<file path="src/rtl/sseg_pkg.sv">
// Shared definitions for the up/down counter display: seven-segment code
// table, converter FSM states and a digits-vs-width sanity check.
package sseg_pkg;

  localparam logic [6:0] SEG_BLANK = 7'b1111111;

  // Active-low {g,f,e,d,c,b,a}; codes 10-15 are blank.
  localparam logic [6:0] SEG_TABLE [16] = '{
    7'b1000000, 7'b1111001, 7'b0100100, 7'b0110000,
    7'b0011001, 7'b0010010, 7'b0000010, 7'b1111000,
    7'b0000000, 7'b0010000, SEG_BLANK,  SEG_BLANK,
    SEG_BLANK,  SEG_BLANK,  SEG_BLANK,  SEG_BLANK
  };

  typedef enum logic [1:0] {
    IDLE  = 2'd0,
    SHIFT = 2'd1,
    DONE  = 2'd2
  } bcd_state_t;

  // True when DIGITS decimal digits can hold the largest WIDTH-bit value.
  function automatic bit digits_ok(input int width, input int digits);
    longint unsigned pow10;
    longint unsigned max_bin;
    pow10 = 64'd1;
    for (int i = 0; i < digits; i++) begin
      pow10 = pow10 * 64'd10;
    end
    max_bin = (64'd1 << width) - 64'd1;
    return pow10 > max_bin;
  endfunction

endpackage

</file>
<file path="src/rtl/bin2bcd_seq.sv">
// Sequential double-dabble converter: captures bin, shifts WIDTH times with
// add-3 correction, then publishes the whole BCD word at once.
module bin2bcd_seq
  import sseg_pkg::*;
#(
  parameter int WIDTH  = 8,
  parameter int DIGITS = 3
) (
  input  logic                clk,
  input  logic                reset,
  input  logic [WIDTH-1:0]    bin,
  output logic [4*DIGITS-1:0] bcd,
  output logic                done
);

  localparam int CNT_W = $clog2(WIDTH) + 1;
  localparam int BCD_W = 4 * DIGITS;

  bcd_state_t       state_reg, state_next;
  logic [WIDTH-1:0] shift_reg, shift_next;
  logic [BCD_W-1:0] work_reg, work_next;
  logic [BCD_W-1:0] work_adj;
  logic [BCD_W-1:0] bcd_reg, bcd_next;
  logic [CNT_W-1:0] iter_reg, iter_next;
  logic             done_reg, done_next;

  genvar gi;
  generate
    for (gi = 0; gi < DIGITS; gi++) begin : g_adj
      assign work_adj[4*gi +: 4] = (work_reg[4*gi +: 4] >= 4'd5)
                                 ? work_reg[4*gi +: 4] + 4'd3
                                 : work_reg[4*gi +: 4];
    end
  endgenerate

  always_ff @(posedge clk) begin
    if (reset) begin
      state_reg <= IDLE;
      shift_reg <= '0;
      work_reg  <= '0;
      iter_reg  <= '0;
      bcd_reg   <= '0;
      done_reg  <= 1'b0;
    end else begin
      state_reg <= state_next;
      shift_reg <= shift_next;
      work_reg  <= work_next;
      iter_reg  <= iter_next;
      bcd_reg   <= bcd_next;
      done_reg  <= done_next;
    end
  end

  always_comb begin
    state_next = state_reg;
    shift_next = shift_reg;
    work_next  = work_reg;
    iter_next  = iter_reg;
    bcd_next   = bcd_reg;
    done_next  = 1'b0;
    case (state_reg)
      IDLE: begin
        shift_next = bin;
        work_next  = '0;
        iter_next  = '0;
        state_next = SHIFT;
      end
      SHIFT: begin
        // Correct every nibble, then shift the next binary MSB into the BCD word.
        work_next  = {work_adj[BCD_W-2:0], shift_reg[WIDTH-1]};
        shift_next = shift_reg << 1;
        iter_next  = iter_reg + CNT_W'(1);
        if (iter_reg == CNT_W'(WIDTH - 1)) begin
          state_next = DONE;
        end
      end
      DONE: begin
        bcd_next   = work_reg;
        done_next  = 1'b1;
        state_next = IDLE;
      end
      default: begin
        state_next = IDLE;
      end
    endcase
  end

  assign bcd  = bcd_reg;
  assign done = done_reg;

endmodule

</file>
<file path="src/rtl/updown_counter_display.sv">
// Button-driven up/down/load counter with continuous BCD conversion and a
// multiplexed seven-segment driver. Optional SSEG_LEADING_ZERO_BLANK_EN blanks leading zeros.
module updown_counter_display
  import sseg_pkg::*;
#(
  parameter int WIDTH       = 8,
  parameter int DIGITS      = 3,
  parameter int REFRESH_DIV = 100000,
  parameter int SATURATE    = 0
) (
  input  logic                clk,
  input  logic                reset,
  input  logic                up,
  input  logic                down,
  input  logic                load,
  input  logic [WIDTH-1:0]    din,
  output logic [WIDTH-1:0]    count,
  output logic [4*DIGITS-1:0] bcd,
  output logic [DIGITS-1:0]   AN,
  output logic [6:0]          sseg,
  output logic                DP
);

  localparam logic [WIDTH-1:0] MAX_COUNT = '1;
  localparam int PRE_W = $clog2(REFRESH_DIV);
  localparam int IDX_W = (DIGITS > 1) ? $clog2(DIGITS) : 1;

  generate
    if (!digits_ok(WIDTH, DIGITS)) begin : g_bad_digits
      $error("DIGITS cannot represent every WIDTH-bit value");
    end
    if (REFRESH_DIV < 2) begin : g_bad_div
      $error("REFRESH_DIV must be at least 2");
    end
  endgenerate

  // ---------------- counter ----------------
  logic             up_prev_reg, down_prev_reg, load_prev_reg;
  logic             up_evt, down_evt, load_evt;
  logic [WIDTH-1:0] count_reg, count_next;

  assign up_evt   = up   & ~up_prev_reg;
  assign down_evt = down & ~down_prev_reg;
  assign load_evt = load & ~load_prev_reg;

  always_comb begin
    count_next = count_reg;
    if (load_evt) begin
      count_next = din;
    end else if (up_evt && !down_evt) begin
      if (count_reg == MAX_COUNT) begin
        count_next = (SATURATE != 0) ? MAX_COUNT : '0;
      end else begin
        count_next = count_reg + WIDTH'(1);
      end
    end else if (down_evt && !up_evt) begin
      if (count_reg == '0) begin
        count_next = (SATURATE != 0) ? '0 : MAX_COUNT;
      end else begin
        count_next = count_reg - WIDTH'(1);
      end
    end
  end

  // Edge registers start high so a button held through reset is ignored.
  always_ff @(posedge clk) begin
    if (reset) begin
      up_prev_reg   <= 1'b1;
      down_prev_reg <= 1'b1;
      load_prev_reg <= 1'b1;
      count_reg     <= '0;
    end else begin
      up_prev_reg   <= up;
      down_prev_reg <= down;
      load_prev_reg <= load;
      count_reg     <= count_next;
    end
  end

  // ---------------- conversion ----------------
  logic [4*DIGITS-1:0] bcd_w;
  logic                conv_done;

  bin2bcd_seq #(
    .WIDTH (WIDTH),
    .DIGITS(DIGITS)
  ) u_conv (
    .clk  (clk),
    .reset(reset),
    .bin  (count_reg),
    .bcd  (bcd_w),
    .done (conv_done)
  );

  // ---------------- display ----------------
  logic [PRE_W-1:0]  presc_reg;
  logic [IDX_W-1:0]  digit_reg, digit_next;
  logic [DIGITS-1:0] an_reg, an_next;
  logic [6:0]        sseg_reg, sseg_next;
  logic              tick;
  logic [3:0]        nibble [DIGITS];
  logic [3:0]        sel_nibble;
  logic [DIGITS-1:0] blank_mask;

  genvar gi;
  generate
    for (gi = 0; gi < DIGITS; gi++) begin : g_nib
      assign nibble[gi] = bcd_w[4*gi +: 4];
    end
  endgenerate

`ifdef SSEG_LEADING_ZERO_BLANK_EN
  always_comb begin
    logic zero_above;
    blank_mask = '0;
    zero_above = 1'b1;
    for (int i = DIGITS - 1; i >= 1; i--) begin
      zero_above    = zero_above && (nibble[i] == 4'd0);
      blank_mask[i] = zero_above;
    end
  end
`else
  assign blank_mask = '0;
`endif

  assign tick       = (presc_reg == PRE_W'(REFRESH_DIV - 1));
  assign digit_next = !tick ? digit_reg
                    : (digit_reg == IDX_W'(DIGITS - 1)) ? '0
                    : digit_reg + IDX_W'(1);
  assign an_next    = ~(DIGITS'(1) << digit_next);
  assign sel_nibble = nibble[digit_next];
  assign sseg_next  = blank_mask[digit_next] ? SEG_BLANK : SEG_TABLE[sel_nibble];

  // Segments reload only on a digit change or a fresh BCD word, so each
  // digit's pattern switches in a single clean register update.
  always_ff @(posedge clk) begin
    if (reset) begin
      presc_reg <= '0;
      digit_reg <= '0;
      an_reg    <= ~DIGITS'(1);
      sseg_reg  <= SEG_TABLE[0];
    end else begin
      presc_reg <= tick ? '0 : presc_reg + PRE_W'(1);
      digit_reg <= digit_next;
      if (tick || conv_done) begin
        an_reg   <= an_next;
        sseg_reg <= sseg_next;
      end
    end
  end

  assign count = count_reg;
  assign bcd   = bcd_w;
  assign AN    = an_reg;
  assign sseg  = sseg_reg;
  assign DP    = 1'b1;

endmodule
</file>
<file path="config.mk">
export PLATFORM = sky130hd
export DESIGN_NAME = updown_counter_display
export DESIGN_NICKNAME = d
export VERILOG_FILES = /design/src/rtl/sseg_pkg.sv /design/src/rtl/bin2bcd_seq.sv /design/src/rtl/updown_counter_display.sv
export SDC_FILE = /design/constraint.sdc
export NUM_CORES = 1
export LEC_CHECK = 0
export CORE_MARGIN = 5
export CORE_UTILIZATION = 55
export CTS_BUF_LIST = sky130_fd_sc_hd__clkbuf_8
export DETAILED_ROUTE_END_ITERATION = 6
export PLACE_DENSITY = 0.78
export SYNTH_ARGS = -nofsm -noshare
export SYNTH_HDL_FRONTEND = slang
export SYNTH_SLANG_ARGS = --single-unit
</file>
<file path="constraint.sdc">
create_clock -name clk -period 3.55 [get_ports clk]
set_input_delay 0.355 -clock clk [delete_from_list [all_inputs] [get_ports clk]]
set_output_delay 0.355 -clock clk [all_outputs]
set_load 0.02 [all_outputs]
</file>
==> impl_metrics.xml <==
<?xml version="1.0" encoding="UTF-8"?>
<metrics>
  <group name="worst_setup_path">
    <metric name="worst-path-buf-inv" unit="">1</metric>
    <metric name="timing_worst_setup_path_type" unit="">register to register</metric>
    <metric name="cp_data_required_time" unit="ps">3770</metric>
    <metric name="critical_path.most_common_cell" unit="">ha_1</metric>
    <metric name="crit_path_top_delay_cell" unit="">or4_1</metric>
    <metric name="timing.critical_path.to_type" unit="">register</metric>
    <metric name="path_depth" unit="">10</metric>
    <metric name="timing.critical_path.max_delay_family" unit="">simple AND/OR/NAND/NOR gates</metric>
    <metric name="critical_path.startpoint_type" unit="">register</metric>
    <metric name="timing.critical_path.arrival" unit="ps">3350</metric>
    <metric name="crit_path_max_incr_delay" unit="ps">590</metric>
    <metric name="crit_path_max_fanout" unit="">5</metric>
    <metric name="crit_path_cell_trace" unit="">ha_1, nand4_1, or4_1, and3_1, nor4_4, inv_2, ha_1, a21oi_1, a2111oi_2, nor3_2</metric>
    <metric name="rr_worst_depth" unit="">10</metric>
  </group>
  <group name="synthesis">
    <metric name="synthFlopType" unit="">dfxtp_1</metric>
    <metric name="synthesis.yosys.warnings" unit="">0</metric>
    <metric name="synthDistinctLibCells" unit="">67</metric>
    <metric name="syn-num-nets" unit="">551</metric>
    <metric name="synth_cells" unit="">526</metric>
    <metric name="sequential_fraction_of_the_synthesis_area" unit="%">37.8</metric>
    <metric name="synth_seq_cells" unit="">79</metric>
    <metric name="synth_common_cells" unit="">dfxtp_1, nor2_1, nand2_1</metric>
    <metric name="synth_largest_type_area_fraction" unit="%">37.8</metric>
    <metric name="post_synth_instance_area" unit="um^2">4180</metric>
    <metric name="synth_most_common_cell" unit="">dfxtp_1</metric>
    <metric name="count_of_flip_flops_with_a_built_in_enable_after_synthesis" unit="">0</metric>
    <metric name="synth_area_leader_cell" unit="">dfxtp_1</metric>
    <metric name="synth.avg_cell_area" unit="um^2">7.95</metric>
    <metric name="share_of_flip_flops_with_an_asynchronous_set_or_reset" unit="%">0</metric>
    <metric name="yosys-top-cells-area" unit="">dfxtp_1, nor2_1, nand2_1</metric>
  </group>
  <group name="sta">
    <metric name="timing.hold.ws" unit="ps">470</metric>
    <metric name="grt_setup_unrepaired" unit="">false</metric>
    <metric name="worstMarginPinSlew" unit="ps">822</metric>
    <metric name="finalCriticalPeriod" unit="ps">3130</metric>
    <metric name="finalSetupViolCount" unit="">0</metric>
    <metric name="setup_tns" unit="ps">0</metric>
    <metric name="final-max-slew-violation-count" unit="">0</metric>
    <metric name="final_setup_skew" unit="ps">10.4</metric>
    <metric name="postLayoutSetupSlackWorst" unit="ps">425</metric>
    <metric name="report.final.hold_viol_count" unit="">0</metric>
    <metric name="post-route-period-util" unit="%">88.0</metric>
    <metric name="max_freq" unit="MHz">320</metric>
    <metric name="slew_headroom" unit="%">45.1</metric>
  </group>
  <group name="clock_network">
    <metric name="holdBufCountCts" unit="">0</metric>
    <metric name="post_cts_resized" unit="">0</metric>
    <metric name="cts_h_tree_lvls" unit="">3</metric>
    <metric name="cts_setup_buffers" unit="">0</metric>
    <metric name="clk_path_buf_depth" unit="">2</metric>
    <metric name="clock_tree_from_tritoncts" unit="">done</metric>
    <metric name="cts_num_sinks" unit="">79</metric>
    <metric name="worst_skew_pair.late_latency" unit="ps">350</metric>
    <metric name="clock-root-buffer" unit="">clkbuf_8</metric>
    <metric name="tritoncts.num_buffers" unit="">9</metric>
    <metric name="worst_setup_hold_path_clk_slew" unit="ps">90</metric>
  </group>
  <group name="detailed_routing">
    <metric name="drt_wl_total" unit="mm">9.24</metric>
    <metric name="vias" unit="">3725</metric>
    <metric name="starting_drt_drc_count" unit="">210</metric>
    <metric name="drt_first_pass_iters" unit="">5</metric>
    <metric name="post_drt_wl_per_cell" unit="um">14.1</metric>
    <metric name="drcViolationCount" unit="">0</metric>
    <metric name="detail_route.vias_per_cell" unit="">5.67</metric>
    <metric name="antenna_left" unit="">0</metric>
  </group>
  <group name="status">
    <metric name="run_status" unit="">completed</metric>
  </group>
  <group name="power">
    <metric name="power_per_cell_area" unit="nW/um^2">390</metric>
    <metric name="power.leakage" unit="nW">1.75</metric>
    <metric name="ir_worst_vdd" unit="mV">0.191</metric>
  </group>
  <group name="job">
    <metric name="maxCapViolCount" unit="">0</metric>
  </group>
  <group name="floorplan">
    <metric name="die-height" unit="um">97.2</metric>
    <metric name="die_width" unit="um">97.2</metric>
    <metric name="io_pins" unit="">44</metric>
    <metric name="die_area" unit="um^2">9450</metric>
    <metric name="placeable_core_area" unit="um^2">7330</metric>
    <metric name="start_util" unit="%">57.0</metric>
    <metric name="rows" unit="">31</metric>
  </group>
  <group name="global_route">
    <metric name="globalRouteTotalUtil" unit="%">19.9</metric>
    <metric name="grt_first_pass_wirelength" unit="mm">16.0</metric>
    <metric name="grt.overflow.total" unit="">0</metric>
    <metric name="grt_pass1_vias" unit="">3352</metric>
    <metric name="initial_antenna_violation_count" unit="">0</metric>
    <metric name="pin_count_of_the_biggest_net_entering_global_routing" unit="">66</metric>
  </group>
  <group name="finish">
    <metric name="area_delta_synth_final" unit="%">15.6</metric>
    <metric name="fin_nets" unit="">578</metric>
    <metric name="utilization" unit="%">65.9</metric>
    <metric name="final_area" unit="um^2">4830</metric>
    <metric name="antennaDiodeCount" unit="">0</metric>
    <metric name="largest_register_ffs" unit="">17</metric>
    <metric name="layout-drive-gt1-share" unit="%">8.24</metric>
  </group>
  <group name="placement">
    <metric name="gpl.final_weighted_congestion" unit="">0.900</metric>
    <metric name="portBuffers" unit="">42</metric>
    <metric name="detailedPlace.worstSlack" unit="ps">452</metric>
    <metric name="postPlaceCellArea" unit="um^2">4610</metric>
    <metric name="dp.final_hpwl" unit="mm">6.32</metric>
  </group>
  <group name="hold_path">
    <metric name="min-delay-path-class" unit="">register to register</metric>
    <metric name="worst_hold_path.num_cells" unit="">2</metric>
  </group>
</metrics>
[cell type report]
class                           instances  area, um^2
Fill cell                             627        2500
Inverter                               11        41.3
Timing Repair Buffer                   46         445
Multi-Input combinational cell        406        2420
Sequential cell                        79        1580
Clock buffer                            9         124
Clock inverter                          7         103
Tap cell                               99         124
[cells in the final DEF, fill, tap and decap left out, drive strengths merged, types with 4 or more instances in the layout]
master	n
a211oi	5
a21oi	50
a22oi	11
and2	4
and3	5
buf	5
clkbuf	9
clkdlybuf4s50	41
dfxtp	79
ha	12
inv	13
mux2	4
mux2i	13
nand2	71
nand2b	11
nand3	17
nand4	6
nor2	78
nor2b	4
nor3	11
nor4	4
o211ai	4
o21ai	22
or2	6
xnor2	6
xor2	14
[path summary, 6_finish.rpt]
| kind | start | endpoint | slack (ps) |
|---|---|---|---|
| setup / recovery | presc_reg[0] | sseg[3] | 420 |
| hold reg to reg | sseg[5] | sseg[5] | 470 |
| hold / removal | sseg[5] | sseg[5] | 470 |
| setup reg to reg | presc_reg[0] | sseg[3] | 420 |
[stage by stage]
step | cells | total power, mW
after floorplan | 526 | 1.09
after global placement | 641 | 1.14
after detailed placement | 641 | 1.14
after CTS | 657 | 1.90
after global routing | 657 | 1.98
final | 657 | 1.89
[logic make-up after synthesis]
group / Yosys count / share of synthesized area, %
other: 1 / 0.0897
adder cells (fa/ha/maj): 12 / 3.59
AO/OA/AOI/OAI: 112 / 16.5
AND/OR/NAND/NOR: 244 / 29.2
flip-flops: 79 / 37.8
multiplexers: 17 / 4.19
buffers and inverters: 41 / 4.40
XOR/XNOR: 20 / 4.19
[per-layer routing]
layer / vias up / wire (um) / global-route usage [%] / part of all wire, %
met5: - / 0 / 0 / 0
met4: 0 / 147 / 7.67 / 1.6
met3: 11 / 473 / 3.37 / 5.1
met2: 105 / 4260 / 31.5 / 46
met1: 1722 / 4360 / 27.1 / 47
li1: 1887 / - / - / -
[power breakdown]
| part | internal (mW) | switching [mW] | leakage [nW] |
|---|---|---|---|
| Sequential | 0.906 | 0.0352 | 0.641 |
| Clock | 0.403 | 0.357 | 0.110 |
| Combinational | 0.0861 | 0.0984 | 1.00 |
[worst min-delay path: cells and delay by family (launching register included)]
kind,cells,cell delay [ps]
compound gates,1,50
flops,1,320
simple gates,1,50
Note: power is estimated with default switching activity, not from simulation.
